===== src/rtl/regfile_scoreboard.sv =====
// regfile_scoreboard
//   Multi-entry register file with two combinational read ports, one synchronous
//   write port, an asynchronous clear of all state, and a per-register pending
//   scoreboard. The issue stage reserves a destination (rsv_*), which marks it
//   pending until writeback (wr_*) commits a value. Readers see rd_rdyN = 0 while
//   the register they address is pending.
//
//   Optional feature macro: REGFILE_BYPASS_EN
//     defined     - a read port addressing the register being written this cycle
//                   returns wr_data combinationally with rd_rdyN = 1.
//     not defined - reads return stored contents only.
//
// Ports
//   clk, rst_n            clock, asynchronous active-low reset
//   src1/src2             read indices
//   rd_data1/rd_data2     register contents
//   rd_rdy1/rd_rdy2       addressed register is not pending
//   rsv_valid/rsv_dst     reservation request and target
//   rsv_ready             reservation can be accepted this cycle
//   wr_en/wr_dst/wr_data  writeback strobe, index and data
//   wr_err                one-cycle flag: last write hit a non-pending register
//   pend_count            number of registers currently pending
module regfile_scoreboard #(
    parameter int unsigned DATA_W   = 8,
    parameter int unsigned ADDR_W   = 2,
    parameter bit          HAS_ZERO = 1'b1,
    parameter int unsigned ZERO_IDX = 3
) (
    input  logic              clk,
    input  logic              rst_n,
    input  logic [ADDR_W-1:0] src1,
    input  logic [ADDR_W-1:0] src2,
    output logic [DATA_W-1:0] rd_data1,
    output logic [DATA_W-1:0] rd_data2,
    output logic              rd_rdy1,
    output logic              rd_rdy2,
    input  logic              rsv_valid,
    input  logic [ADDR_W-1:0] rsv_dst,
    output logic              rsv_ready,
    input  logic              wr_en,
    input  logic [ADDR_W-1:0] wr_dst,
    input  logic [DATA_W-1:0] wr_data,
    output logic              wr_err,
    output logic [ADDR_W:0]   pend_count
);

    localparam int unsigned       DEPTH = 2 ** ADDR_W;
    localparam logic [ADDR_W-1:0] ZIDX  = ADDR_W'(ZERO_IDX);

    function automatic logic is_zero(input logic [ADDR_W-1:0] idx);
        return HAS_ZERO && (idx == ZIDX);
    endfunction

    logic [DATA_W-1:0] regs_q [DEPTH];
    logic [DEPTH-1:0]  pend_q;
    logic [DEPTH-1:0]  pend_d;
    logic              wr_err_q;
    logic [ADDR_W:0]   pend_count_q;
    logic [ADDR_W:0]   pend_count_d;
    logic              wr_live;
    logic              rsv_accept;

    // Writes to the hardwired-zero register are dropped entirely.
    assign wr_live = wr_en & ~is_zero(wr_dst);

    always_comb begin
        rd_data1 = is_zero(src1) ? '0 : regs_q[src1];
        rd_rdy1  = is_zero(src1) | ~pend_q[src1];
        rd_data2 = is_zero(src2) ? '0 : regs_q[src2];
        rd_rdy2  = is_zero(src2) | ~pend_q[src2];
`ifdef REGFILE_BYPASS_EN
        if (wr_live && (src1 == wr_dst)) begin
            rd_data1 = wr_data;
            rd_rdy1  = 1'b1;
        end
        if (wr_live && (src2 == wr_dst)) begin
            rd_data2 = wr_data;
            rd_rdy2  = 1'b1;
        end
`endif
    end

    // A writeback to the same index frees the slot in the same cycle.
    assign rsv_ready  = is_zero(rsv_dst) | ~pend_q[rsv_dst] |
                        (wr_en & (wr_dst == rsv_dst));
    assign rsv_accept = rsv_valid & rsv_ready;

    // Clear from writeback first, then set from reservation, so a same-index
    // write + accepted reservation leaves the register pending.
    always_comb begin
        pend_d = pend_q;
        if (wr_live) begin
            pend_d[wr_dst] = 1'b0;
        end
        if (rsv_accept && !is_zero(rsv_dst)) begin
            pend_d[rsv_dst] = 1'b1;
        end
    end

    always_comb begin
        pend_count_d = '0;
        for (int unsigned i = 0; i < DEPTH; i++) begin
            pend_count_d = pend_count_d + (ADDR_W + 1)'(pend_d[i]);
        end
    end

    always_ff @(posedge clk or negedge rst_n) begin
        if (!rst_n) begin
            for (int unsigned i = 0; i < DEPTH; i++) begin
                regs_q[i] <= '0;
            end
            pend_q       <= '0;
            wr_err_q     <= 1'b0;
            pend_count_q <= '0;
        end else begin
            if (wr_live) begin
                regs_q[wr_dst] <= wr_data;
            end
            pend_q       <= pend_d;
            wr_err_q     <= wr_live & ~pend_q[wr_dst];
            pend_count_q <= pend_count_d;
        end
    end

    assign wr_err     = wr_err_q;
    assign pend_count = pend_count_q;

endmodule


===== config.mk =====
export PLATFORM = sky130hd
export DESIGN_NAME = regfile_scoreboard
export DESIGN_NICKNAME = d
export VERILOG_FILES = /design/src/rtl/regfile_scoreboard.sv
export SDC_FILE = /design/constraint.sdc
export NUM_CORES = 1
export LEC_CHECK = 0
export ABC_AREA = 1
export CAP_MARGIN = 20
export CORE_ASPECT_RATIO = 0.7
export CORE_MARGIN = 3
export CORE_UTILIZATION = 25
export CTS_BUF_LIST = sky130_fd_sc_hd__clkbuf_4
export DETAILED_ROUTE_END_ITERATION = 7
export PLACE_DENSITY = 0.45
export SLEW_MARGIN = 20
export SYNTH_ARGS = -nofsm -noshare
export SYNTH_HDL_FRONTEND = slang
export SYNTH_SLANG_ARGS = --single-unit

===== constraint.sdc =====
create_clock -name clk -period 2.7 [get_ports clk]
set_input_delay 0.405 -clock clk [delete_from_list [all_inputs] [get_ports clk]]
set_output_delay 0.405 -clock clk [all_outputs]
set_load 0.05 [all_outputs]

# ---- After elaboration in Yosys (flattened, before gate mapping)
# Index checks and enable logic that the tools add are counted.
# W data, S select, Z words.
dict set report totals {
  register_bits 40
  input_bits 20
  output_inout_bits 23
  elab_cells 74
}
dict set report op_classes {
  add_sub_neg 3
  order_cmp 10
  eq_ne 5
  muxes 25
  bitwise_logic 19
  n_reduce_logical 5
}
# op n
set ops {}
lappend ops {{$mux W8} 7}
lappend ops {{$bmux W8 S2} 2}
lappend ops {{$bwmux W32} 1}
lappend ops {{$demux W8 S2} 1}
lappend ops {{$lt A2 B3 Y1 const B} 4}
lappend ops {{$ge A3 B3 Y1 const B} 3}
lappend ops {{$not A2 Y3} 3}
lappend ops {{$bmux W1 S2} 4}
lappend ops {{$eq A2 B2 Y1 const B} 4}
lappend ops {{$mux W4} 2}
lappend ops {{$mux W1} 6}
lappend ops {{$not A1 Y1} 5}
lappend ops {{$and A1 B1 Y1} 4}
lappend ops {{$and A4 B4 Y4} 1}
lappend ops {{$demux W1 S2} 2}
lappend ops {{$ge A2 B1 Y1 const B} 2}
lappend ops {{$logic_and A1 B1 Y1} 4}
lappend ops {{$not A4 Y4} 1}
lappend ops {{$or A1 B1 Y1} 4}
lappend ops {{$or A4 B4 Y4} 1}
lappend ops {{$add A2 B1 Y3} 1}
lappend ops {{$add A3 B1 Y3} 1}
lappend ops {{$lt A3 B1 Y1 const B} 1}
lappend ops {{$add A1 B1 Y2} 1}
lappend ops {{2 further kinds} 2}

# ---- Depth between registers and ports, before layout
dict set report logic_depth {
  word_depth 12
  mapped_depth 10
  ltp_nobuf 10
}

# ---- Worst setup path after synthesis
# Ideal clock, no wire load.
dict set report synth_timing {
  path_type {input to output}
  start {in src1[0]}
  end {out rd_data1[6]}
  arrival_time_ps 1927
  required_ps 2295
  setup_slack_ps 368
  stages 4
  n_path_buf 2
  path_cell_list {buf_4 -> buf_8 -> nor2_1 -> o31ai_1}
}
dict set report synth_via {
  elab_chain_cells 5
}
# element line_no
set synth_rtl {}
lappend synth_rtl {{start, declared} 31} ;# input logic [ADDR_W-1:0] src1,
lappend synth_rtl {{$not A2 Y3 (implied by the code)} 67} ;# rd_data1 = is_zero(src1) ? '0 : regs_q[src1];
lappend synth_rtl {{$bmux W8 S2} 67}
lappend synth_rtl {{$mux W8 (implied by the code) (2 in series)} 67}
lappend synth_rtl {{$mux W8 *} 67}
lappend synth_rtl {{end, declared} 33} ;# output logic [DATA_W-1:0] rd_data1,
# Every way passes the cells marked *; elsewhere a longest branch is shown, timed or not. The select of a mux whose other input is x is not followed.

# ---- Worst setup path after layout
dict set report layout_timing {
  start {in src2[0]}
  end {out rd_data2[6]}
}
dict set report layout_via {
  elab_chain_cells 5
}
# element line_no
set layout_rtl {}
lappend layout_rtl {{start, declared} 32} ;# input logic [ADDR_W-1:0] src2,
lappend layout_rtl {{$not A2 Y3 (implied by the code)} 69} ;# rd_data2 = is_zero(src2) ? '0 : regs_q[src2];
lappend layout_rtl {{$bmux W8 S2} 69}
lappend layout_rtl {{$mux W8 (implied by the code) (2 in series)} 69}
lappend layout_rtl {{$mux W8 *} 69}
lappend layout_rtl {{end, declared} 34} ;# output logic [DATA_W-1:0] rd_data2,
# Marked as above.

==> impl_results.md <==
- Type of the worst setup path: input port to output pin
- Maximum number of pins on one net before global-route repair: a little over 40
- Clock latency reported for the late side of the worst-skew pair: around 0.36 ns
- CTS root buf: sky130_fd_sc_hd__clkbuf_4
- Clock transition at the registers of the reported paths: approximately 0.12 ns
- Worst VDD drop: ~0.00038 V
- Wire length of the first global-routing pass: 9270 µm
- Endpoint class of the critical path: output pin
- Number of flip-flops and latches in the synthesized netlist: 40
- Class of the tightest hold or removal check: input port to async pin
- CTS max path bufs: 2
- Count of nets left with antenna violations after detail routing: 0
- Via count of the first global-routing pass: between 1500 and 2000
- Fraction of final layout cells with drive strength greater than 1: about a fifth
- Core region area: between 0.008 and 0.009 mm²
- Pwr dens: about 630 mW/mm²
- Required time of the worst setup path: 2.30 ns
- Commonest non-fill, non-tap cell in the layout: sky130_fd_sc_hd__nand2_1
- Max Fanout on Critical Path: 17
- Fraction of the yosys area taken by sequential cells: a little under half
- Number of slew-limit violations in the final report: 0
- Count of yosys warnings during synthesis: 0
- Top library cells by usage in the layout, fill and taps aside: sky130_fd_sc_hd__nand2_1, sky130_fd_sc_hd__dfrtp_1, sky130_fd_sc_hd__inv_1
- DRC errors left: 0
- Full die area: approximately 0.0098 mm²
- Final Hold Viols: 0
- Highest attainable clock frequency: 0.420 GHz
- Critical Path Source Type: input port
- Slew margin rel.: between 40% and 50%
- Post-CTS setup buffers: 0
- CTS Buf Count: 5
- Overflow after GRT: 0
- Layout Area Growth over Synthesis: 36.4%
- Status: finished clean
- Gpl congestion: slightly below 0.8
- Number of antenna violations at the first check in global routing: 0
- RSZ-0062 raised after global routing: no
- Final critical delay including setup and external delays: roughly 2.4 ns
- Buffers added on ports: between 40 and 50
- Initial standard-cell utilization of the core: roughly a quarter
- Placement-stage worst setup slack: about 0.070 ns
- Crit path DAT: just under 2 ns
- Clock net sink count: 40
- Post-detailed-routing wire length: ~5600 µm
- TritonCTS clock tree: done
- Setup slack of the most critical reg-to-reg path: just under 0.8 ns
- HPWL after detailed placement: 4090 µm
- DIE WIDTH: about 120 µm
- First-pass iteration count of the detailed router: 4
- P_leak: ~0.0014 µW
- Setup clock skew after layout: between 0.0005 and 0.0006 ns
- Number of different library cells in the post-synthesis netlist: 24
- Syn nets: 285
- Setup violators final: 0
- Final Net Count: about 330
- Synth Area per Inst: just over 8 µm²
- # H-tree levels: 2
- Total number of placement rows: 27
- Final period util: roughly nine tenths
- Least-Margin Pin Slew: approximately 0.9 ns
- Post-CTS Hold Buffers: 0
- Overall via count from detail_route: 1854
- Average via count per standard cell: 4.41
- Summed instance area of the synthesized netlist: 0.00216 mm²
- Final core occ: 36.2%
- Diodes inserted: 0
- Number of primary I/O pins: 43
- Number of maximum-capacitance violations: 0
- Chip Height: ~84 µm
- GR Util All Layers: 12.2%
- Post-CTS sizing: 0
- Smallest setup slack after layout: 0.318 ns
- Number of DRC markers after the initial detailed-route iteration: 104
- Gate count of the mapped netlist: roughly 260
- Routed WL per cell: between 10 and 15 µm
- TNS Setup: 0 ns
per-stage QoR:
step | hold WS [ns] | cell area, µm² | total power [µW] | cells
floorplan | 0.109 | 2160 | 1140 | 262
global placement | 0.367 | 2870 | 1460 | 412
detailed placement | 0.366 | 2870 | 1460 | 412
CTS | 0.171 | 2950 | 1880 | 420
global route | 0.218 | 2950 | 1970 | 420
finish | 0.143 | 2950 | 1860 | 420
logic make-up after synthesis:
kind of cell / synth area share, %
fa+ha+maj: 2.08
simple gates: 15.3
flops: 46.3
buf+inv: 11.6
mux: 1.39
compound gates: 23.3
report_power, final:
group / internal [µW] / switching [µW]
Clock: 204 / 213
Combinational: 294 / 408
Sequential: 683 / 60.4
layout make-up:
class | instances | area, µm²
fillers | 873 | 5190
flip-flops and latches | 40 | 1000
multi-input cells | 171 | 908
repair buffers | 54 | 696
well taps | 116 | 145
inverters | 31 | 116
clock buffers | 6 | 45.0
clock inverters | 2 | 35.0
sequential cells by signal (all words and copies together), names as in the netlist:
signal and count:
regs_q 32, pend_q 4, pend_count 3, wr_err 1
synth_stat cells:
master | n | area share (%)
sky130_fd_sc_hd__a211oi_1 | 1 | 0.35
sky130_fd_sc_hd__a21oi_1 | 23 | 5.3
sky130_fd_sc_hd__buf_2 | 3 | 0.69
sky130_fd_sc_hd__buf_4 | 2 | 0.69
sky130_fd_sc_hd__buf_6 | 5 | 2.6
sky130_fd_sc_hd__buf_8 | 1 | 0.69
sky130_fd_sc_hd__clkbuf_1 | 9 | 1.6
sky130_fd_sc_hd__dfrtp_1 | 40 | 46
sky130_fd_sc_hd__fa_1 | 1 | 0.93
sky130_fd_sc_hd__ha_1 | 2 | 1.2
sky130_fd_sc_hd__inv_1 | 29 | 5.0
sky130_fd_sc_hd__inv_2 | 2 | 0.35
sky130_fd_sc_hd__mux2i_1 | 3 | 1.4
sky130_fd_sc_hd__nand2_1 | 51 | 8.9
sky130_fd_sc_hd__nand2_2 | 2 | 0.58
sky130_fd_sc_hd__nand3_1 | 10 | 2.3
sky130_fd_sc_hd__nand3_2 | 2 | 0.93
sky130_fd_sc_hd__nor2_1 | 15 | 2.6
sky130_fd_sc_hd__o211ai_1 | 8 | 2.8
sky130_fd_sc_hd__o21ai_0 | 23 | 5.3
sky130_fd_sc_hd__o21ai_1 | 15 | 3.5
sky130_fd_sc_hd__o21ai_2 | 11 | 4.5
sky130_fd_sc_hd__o31ai_1 | 1 | 0.35
sky130_fd_sc_hd__o32ai_1 | 3 | 1.2
worst paths after layout:
kind | startpoint | to | depth (start not counted)
setup / recovery | src2[0] | rd_data2[6] | 6
hold / removal | rst_n | regs_q[0] | 1
setup reg to reg | pend_q[0] | pend_count[1] | 8
hold reg to reg | regs_q[3] | regs_q[3] | 0
max in group asynchronous | rst_n | regs_q[29] | 1
min in group clk | regs_q[3] | regs_q[3] | 0
worst max-delay path: stages:
cell	delay, ns
sky130_fd_sc_hd__clkdlybuf4s50_1	0.58
sky130_fd_sc_hd__buf_4	0.29
sky130_fd_sc_hd__nand2_1	0.09
sky130_fd_sc_hd__inv_1	0.12
sky130_fd_sc_hd__a21oi_1	0.30
sky130_fd_sc_hd__buf_12	0.18
layer usage:
layer | global-route usage (%) | vias up | share of wire [%]
met5 | 0 | - | 0
met2 | 15.5 | 55 | 39
met1 | 19.7 | 841 | 54
li1 | - | 951 | -
met4 | 2.81 | 0 | 1.1
met3 | 3.48 | 7 | 6.2
Note: power is estimated with default switching activity, not from simulation.
